<file path="src/rtl/sync_fifo_param.sv">
// Single-clock FIFO with registered count and status flags and overflow/underflow pulses.
// Read data appears one cycle after an accepted rd_en; requests made while full or empty are dropped.
module sync_fifo_param #(
  parameter int DATA_W    = 8,
  parameter int ADDR_W    = 4,
  parameter int AFULL_TH  = 2**ADDR_W - 2,
  parameter int AEMPTY_TH = 2
) (
  input  logic              clk,
  input  logic              rst,
  input  logic              wr_en,
  input  logic [DATA_W-1:0] data_in,
  input  logic              rd_en,
  output logic [DATA_W-1:0] data_out,
  output logic              rd_valid,
  output logic [ADDR_W:0]   count,
  output logic              empty,
  output logic              full,
  output logic              almost_empty,
  output logic              almost_full,
  output logic              overflow,
  output logic              underflow
);
  localparam int DEPTH = 2**ADDR_W;
  localparam logic [ADDR_W:0] DEPTH_C  = (ADDR_W+1)'(DEPTH);
  localparam logic [ADDR_W:0] AFULL_C  = (ADDR_W+1)'(AFULL_TH);
  localparam logic [ADDR_W:0] AEMPTY_C = (ADDR_W+1)'(AEMPTY_TH);

  logic [DATA_W-1:0] mem [DEPTH];
  logic [ADDR_W-1:0] wr_ptr;
  logic [ADDR_W-1:0] rd_ptr;
  logic              wr_acc;
  logic              rd_acc;
  logic [ADDR_W:0]   count_next;

  // Acceptance looks only at the registered flags, so there is no combinational path from rd_en to write acceptance.
  assign wr_acc     = wr_en & ~full;
  assign rd_acc     = rd_en & ~empty;
  assign count_next = count + (ADDR_W+1)'(wr_acc) - (ADDR_W+1)'(rd_acc);

  always_ff @(posedge clk) begin
    if (wr_acc) begin
      mem[wr_ptr] <= data_in;
    end
  end

  always_ff @(posedge clk or posedge rst) begin
    if (rst) begin
      wr_ptr       <= '0;
      rd_ptr       <= '0;
      count        <= '0;
      data_out     <= '0;
      rd_valid     <= 1'b0;
      empty        <= 1'b1;
      full         <= 1'b0;
      almost_empty <= 1'b1;
      almost_full  <= 1'b0;
      overflow     <= 1'b0;
      underflow    <= 1'b0;
    end else begin
      if (wr_acc) begin
        wr_ptr <= wr_ptr + ADDR_W'(1);
      end
      if (rd_acc) begin
        rd_ptr   <= rd_ptr + ADDR_W'(1);
        data_out <= mem[rd_ptr];
      end
      rd_valid     <= rd_acc;
      count        <= count_next;
      // Flags come from count_next so they always agree with the registered count.
      empty        <= (count_next == '0);
      full         <= (count_next == DEPTH_C);
      almost_empty <= (count_next <= AEMPTY_C);
      almost_full  <= (count_next >= AFULL_C);
      overflow     <= wr_en & full;
      underflow    <= rd_en & empty;
    end
  end
endmodule

</file>
<file path="config.mk">
export PLATFORM = sky130hd
export DESIGN_NAME = sync_fifo_param
export DESIGN_NICKNAME = d
export VERILOG_FILES = /design/src/rtl/sync_fifo_param.sv
export SDC_FILE = /design/constraint.sdc
export NUM_CORES = 1
export LEC_CHECK = 0
export BUFFER_PORTS_ARGS = -buffer_cell sky130_fd_sc_hd__buf_2
export CORE_ASPECT_RATIO = 1.5
export CORE_MARGIN = 8
export CORE_UTILIZATION = 50
export CTS_CLUSTER_SIZE = 16
export DETAILED_ROUTE_END_ITERATION = 16
export GPL_TIMING_DRIVEN = 0
export PLACE_DENSITY_LB_ADDON = 0.08
export SYNTH_ARGS = -nofsm -noshare
export SYNTH_HDL_FRONTEND = slang
export SYNTH_SLANG_ARGS = --single-unit
</file>
<file path="constraint.sdc">
create_clock -name clk -period 6.4 [get_ports clk]
set_input_delay 1.28 -clock clk [delete_from_list [all_inputs] [get_ports clk]]
set_output_delay 1.28 -clock clk [all_outputs]
set_load 0.01 [all_outputs]
</file>
==> reports/metrics.sh, run 1 <==
STATUS='finished, final reports clean'
SYNTH.TOP_CELL.AREA_SHARE_PCT=60.9
REMAINING_DRC_ERRORS=0
SETUP_TOTAL_NEGATIVE_SLACK_NS=0
POST_CTS_HOLD_BUFFER_COUNT=0
CTS.CLK_SLEW.WORST_PATHS_NS=0.06
SETUP_VIOLS_FINAL=0
WORSTSETUPSTARTPOINTTYPE='input pin'
CLKSINKCOUNT=156
FIRST_PASS_GRT_WIRE_LENGTH_UM=20100
CRITICAL-PATH-SLOWEST-CELL='fa_1'
PLACE.PORT_BUFFERS=31
CRITICAL_PATH.N_BUFFERS_INVERTERS=4
SYNTH_AREA_PER_CELL_UM2=17.2
DIE_HEIGHT_UM=154
CRIT_PATH_MAX_INCR_DELAY_NS=0.45
CTS_TREE='built'
HOLDCRITSTARTPOINT='data_out[7]'
FINAL_HOLD_VIOL_COUNT=0
NETLIST.TOP_CELL.BY_AREA='edfxtp_1'
MULTI_INPUT_COMB_AREA_UM2=1580
MAX-VDD-IR-DROP_V=0.000354
GLOBALPLACE.CONGESTION=0.736
SETUP.WORST_PATH.START='wr_en'
DETAIL_ROUTE.FIRST_PASS.ITERATIONS=4
CLOCK_TREE.ROOT_CELL='clkbuf_16'
FINALMAXSLEWVIOLATIONS=0
ROWS=50
POSTCTSSETUPBUFFERS=0
SYNTH-ASYNC-RESET-RATIO_PCT=17.9
ANTENNA_FOUND_INITIAL=0
FINALWIRELENGTH_UM=12900
GRT_START_MAX_NET_PINS=29
FINAL_CELL_MIX='edfxtp_1, mux2i_1, buf_2'
ANT_NETS=0
CTS-ROOT-TO-SINK-BUFFERS=2
FIRST_GLOBAL_VIAS=3554
HOLDCRITPATHCLASS='reg2reg'
VIAS=3232
CLOCK_TREE.HTREE_LEVEL_COUNT=4
AVGVIACOUNTPERCELL=5.49
WORSTMARGINPINSLEW_NS=1.34
CP.ARRIVAL_NS=3.51
SEQCELLAREA_UM2=4550
CRITPATHCAPTURETYPE='flip-flop'
RSZ0062_AT_GRT='no'
DRT_FIRST_ITER_VIOLATIONS=136
GRT.TOTAL_USAGE_PCT=16.8
CRIT_REQUIRED_NS=6.73
FLOORPLAN.IO_PINS=32
PERIOD_SHARE_PCT=49.6
INITIAL_CORE_UTIL_PCT=50.9
DRV.MAX_CAP_VIOLATION_COUNT=0
POWERDENSITY_nW_PER_UM2=488
SLEW_HEADROOM_PCT=10.0
FINAL_PERIOD_MINUS_WORST_SETUP_SLACK_NS=3.17
SYN_AREA_UM2=6310
CRITICAL_PATH.REG2REG.STARTPOINT='empty'
SYNTH_EDF_COUNT=128
SYNTH_SEQUENTIAL_AREA_RATIO_PCT=72.0
N_ANTENNA_CELL=0
CELLS_AFTER_SYNTH=367
YOSYS_WARNINGS=0
TIMING.CRITICAL_PATH.FANOUT_MAX=9
CRITICAL_PATH.TOP_DELAY_FAMILY='adder cells'
AVGROUTEDWIREPERCELL_UM=22.0
GRT-OVFL-TOTAL=0
INSERTION_DELAY_NS=0.41
NETLIST_TOP_CELLS_AREA='edfxtp_1, dfrtp_1, mux2i_1, mux4_2, a22oi_1'
WORSTSETUPPATHTYPE='in2reg'
TIMING.CLOCK.SKEW_NS=0.00666
P_LEAK_uW=0.00268
FP.DIEAREA_UM2=16500
FINISH.NET_COUNT=443
SYNTH.LIB_CELLS_USED.DISTINCT=41
CORE-AREA_UM2=12400
FP.DIEW_UM=108
MOSTFREQUENTLAYOUTCELL='edfxtp_1'
AREA_GROWTH_SYN_TO_LAYOUT_PCT=15.5
SYNTH_FP_NETS=390
SYNTH_SEQ_CELLS=156
SYNTH_FF_TYPE='edfxtp_1'
LAYOUT.CORE_UTILIZATION_PCT=58.8
NUMCTSBUFFERS=17
CTS_RESIZED=0
PLACE_HPWL_UM=8690
NFILLCELLS=994
MAX_FREQ_MHz=315
FINAL_LAYOUT_SIZE_SUFFIX_GT1_SHARE_PCT=21.7
CRITICAL_PATH.CELL_CHAIN='buf_2 > nor2b_1 > buf_2 > inv_1 > ha_1 > inv_1 > ha_1 > fa_1 > a21o_1 > a21oi_2 > xnor2_2 > nor3b_2'
==> cell families after synthesis <==
kind of cell	count (synthesis)	synth area share (%)
AOI/OAI and AO/OA	41	4.72
and+or+nand+nor	62	4.86
adders and majority gates	11	2.30
xor gates and xnor gates	12	1.78
muxes	59	11.3
buffers and inverters	26	2.95
DFF	156	72.0
==> layer usage <==
| metal | track usage (%) | vias up | share of wire [%] |
|---|---|---|---|
| met1 | 19.3 | 1633 | 40 |
| met2 | 29.4 | 65 | 54 |
| met3 | 3.77 | 17 | 3.5 |
| met5 | 0 | - | 0 |
| met4 | 6.31 | 0 | 2.0 |
| li1 | - | 1517 | - |
==> tightest hold or removal path, cell delays in order, from the launching register on <==
cell and delay (ns):
dfrtp_1 0.35, nand2_1 0.05, nand3_1 0.06
==> final timing paths <==
path                          endpoint  slack [ns]  cells after the start
max in group asynchronous    underflow        4.90                      3
max reg2reg                       full        3.63                     10
max                               full        3.23                     12
min                        data_out[7]        0.49                      2
min reg2reg                data_out[7]        0.49                      2
min in group asynchronous  almost_full        0.97                      2
==> state kept, by name, summed over array words and instances, names as in the netlist <==
register	flops
overflow	1
count	5
empty	1
wr_ptr	4
almost_full	1
rd_ptr	4
almost_empty	1
data_out	8
full	1
underflow	1
rd_valid	1
mem	128
==> through the flow <==
stage / setup slack, ns / hold WS [ns] / power (uW) / std cells / cell area (um^2)
6_report: 3.23 / 0.488 / 3550 / 589 / 7290
5_1_grt: 3.07 / 0.522 / 3740 / 589 / 7290
4_1_cts: 3.21 / 0.493 / 3600 / 587 / 7250
3_5_place_dp: 2.77 / 0.479 / 2600 / 555 / 6670
3_3_place_gp: 2.76 / 0.480 / 2580 / 554 / 6660
2_1_floorplan: 3.08 / 0.494 / 2250 / 367 / 6310
==> area by class of cell <==
type	instances	area share [%]
sequential	156	62.4
buffer	16	2.04
inverter	10	0.515
tap	156	2.68
multi-input combinational	185	21.6
timing repair buffer	34	2.71
clock buffer	20	5.99
clock inverter	12	2.03
==> report_power, final <==
part	switching (uW)	internal (uW)	leakage, uW
clock network	377	610	0.000273
logic	695	512	0.000916
registers	75.6	1290	0.00149
==> Yosys cell counts, types with 8 or more instances <==
library cell,number
mux4_2,10
nor2_1,14
nand2_1,17
ha_1,10
mux2i_1,49
a22oi_1,18
nand3_1,10
edfxtp_1,128
dfrtp_1,26
xnor2_1,8
inv_1,10
Note: power is estimated with default switching activity, not from simulation.
==> inputs of run 2 (changes only) <==
==> constraint.sdc (replaced) <==
create_clock -name clk -period 2.7 [get_ports clk]
set_input_delay 0.54 -clock clk [delete_from_list [all_inputs] [get_ports clk]]
set_output_delay 0.54 -clock clk [all_outputs]
set_load 0.01 [all_outputs]
==> reports/metrics.sh, run 2 (synthesis results as in run 1) <==
FP.DIEW_UM=108
FINAL_LAYOUT_SIZE_SUFFIX_GT1_SHARE_PCT=23.0
VIAS=3246
DIE_HEIGHT_UM=154
FINISH.NET_COUNT=445
DRV.MAX_CAP_VIOLATION_COUNT=0
CTS-ROOT-TO-SINK-BUFFERS=2
CRITPATHCAPTURETYPE='flip-flop'
TIMING.CLOCK.SKEW_NS=0.00733
GRT.TOTAL_USAGE_PCT=16.8
SETUP.WORST_PATH.START='empty'
MOSTFREQUENTLAYOUTCELL='edfxtp_1'
AREA_GROWTH_SYN_TO_LAYOUT_PCT=16.0
HOLDCRITPATHCLASS='in2async'
FIRST_GLOBAL_VIAS=3557
SLEW_HEADROOM_PCT=10.4
PERIOD_SHARE_PCT=94.4
DRT_FIRST_ITER_VIOLATIONS=149
FINAL_HOLD_VIOL_COUNT=0
R2R_SLACK_NS=0.15
FINALMAXSLEWVIOLATIONS=0
POST_CTS_HOLD_BUFFER_COUNT=0
POWER_uW=8520
FINALWIRELENGTH_UM=13000
STATUS='finished, final reports clean'
TIMING.CRITICAL_PATH.FANOUT_MAX=6
FLOORPLAN.IO_PINS=32
SETUP_TOTAL_NEGATIVE_SLACK_NS=0
REGISTERS_WITH_THE_HIGHEST_FLIP_FLOP_COUNTS='mem (128), data_out (8), count (5)'
CRITICAL_PATH.REG2REG.STARTPOINT='empty'
CTS.CLK_SLEW.WORST_PATHS_NS=0.06
CRIT_REQUIRED_NS=3.04
CLKSINKCOUNT=156
POWERDENSITY_nW_PER_UM2=1160
INSERTION_DELAY_NS=0.41
PLACE.PORT_BUFFERS=31
N_ANTENNA_CELL=0
ROWS=50
GLOBALPLACE.CONGESTION=0.736
P_LEAK_uW=0.00269
WORSTSETUPPATHTYPE='reg2reg'
PLACE_HPWL_UM=8690
CLOCK_TREE.ROOT_CELL='clkbuf_16'
RSZ0062_AT_GRT='no'
GRT_START_MAX_NET_PINS=29
ANT_NETS=0
CTS_TREE='built'
MAX-VDD-IR-DROP_V=0.00102
LARGEST-REGISTER='mem'
SETUP_VIOLS_FINAL=0
CP.ARRIVAL_NS=2.88
AVGROUTEDWIREPERCELL_UM=22.0
DETAIL_ROUTE.FIRST_PASS.ITERATIONS=4
FLIP_FLOP_COUNT_OF_THE_LARGEST_REGISTER_ALL_COPIES_AND_WORDS_ADDED=128
CRITICAL_PATH.ENDPOINT='full'
ANTENNA_FOUND_INITIAL=0
FIRST_PASS_GRT_WIRE_LENGTH_UM=20100
MAX_FREQ_MHz=392
REMAINING_DRC_ERRORS=0
FINAL_CELL_MIX='edfxtp_1, mux2i_1, buf_2'
REG2REG_DEPTH=10
WORSTMARGINPINSLEW_NS=1.33
CORE-AREA_UM2=12400
WORSTSETUPSTARTPOINTTYPE='flip-flop'
GRT-OVFL-TOTAL=0
CLOCK_TREE.HTREE_LEVEL_COUNT=4
FP.DIEAREA_UM2=16500
RR_ENDPOINT='full'
FINAL_PERIOD_MINUS_WORST_SETUP_SLACK_NS=2.55
AVGVIACOUNTPERCELL=5.49
INITIAL_CORE_UTIL_PCT=50.9
NUMCTSBUFFERS=17
run 2: changes by cell type in the layout (fill, tap and decap cells not counted):
cell      before  now
buf_4          3    5
buf_2         36   35
clkbuf_4       0    1
fa_1           1    0
fa_2           0    1
ha_1          10    9
ha_2           0    1
inv_1         10    9
inv_2          0    1
nand2b_1       3    2
nand2b_4       0    1
run 2: where the power goes:
group          leakage, uW  internal [uW]  total (uW)  switching (uW)
logic             0.000924           1280        2940            1670
registers          0.00149           3050        3220             179
clock network     0.000273           1450        2350             903
run 2: critical path: stages, from the launching register on:
cell,delay (ns)
dfstp_2,0.56
nand2b_4,0.14
inv_2,0.07
ha_1,0.27
inv_1,0.04
ha_2,0.19
fa_2,0.40
a21o_1,0.19
a21oi_2,0.18
xnor2_2,0.21
nor3b_2,0.23
run 2: repair_timing:
item / CTS / global route
gates resized for setup: 2 / 3
pin swaps: 1 / 2
setup buffers: 1 / 1
endpoints found under the setup margin: 4 / 2
run 2: area by class of cell:
| class | count | area (um^2) |
|---|---|---|
| clock inverter | 12 | 148 |
| timing repair buffer | 36 | 213 |
| sequential | 156 | 4550 |
| buffer | 16 | 151 |
| inverter | 10 | 37.5 |
| fill | 993 | 5070 |
| tap | 156 | 195 |
| multi-input combinational | 185 | 1590 |
| clock buffer | 20 | 437 |
run 2: metal layers:
| layer | vias to the layer above | global-route usage (%) | part of all wire (%) |
|---|---|---|---|
| met5 | - | 0 | 0 |
| met4 | 0 | 6.31 | 2.1 |
| met3 | 16 | 3.77 | 2.7 |
| met2 | 52 | 29.4 | 54 |
| met1 | 1653 | 19.3 | 41 |
| li1 | 1525 | - | - |
run 2: through the flow:
stage	cells	cell area (um^2)	worst slack (ns)	hold slack [ns]	utilization, %
3_3_place_gp	554	6660	-0.198	0.480	53.8
4_1_cts	588	7260	0.0428	0.338	58.6
5_1_grt	591	7320	0.0345	0.280	59.1
2_1_floorplan	367	6310	0.122	0.494	-
6_report	591	7320	0.152	0.223	59.1
3_5_place_dp	555	6670	-0.185	0.479	53.8
run 2: worst min path at each step:
stage          cells after the start          end
2_1_floorplan                      1    rd_ptr[3]
3_3_place_gp                       2  data_out[7]
3_5_place_dp                       2  data_out[7]
4_1_cts                            2     overflow
5_1_grt                            2  almost_full
6_report                           2  almost_full
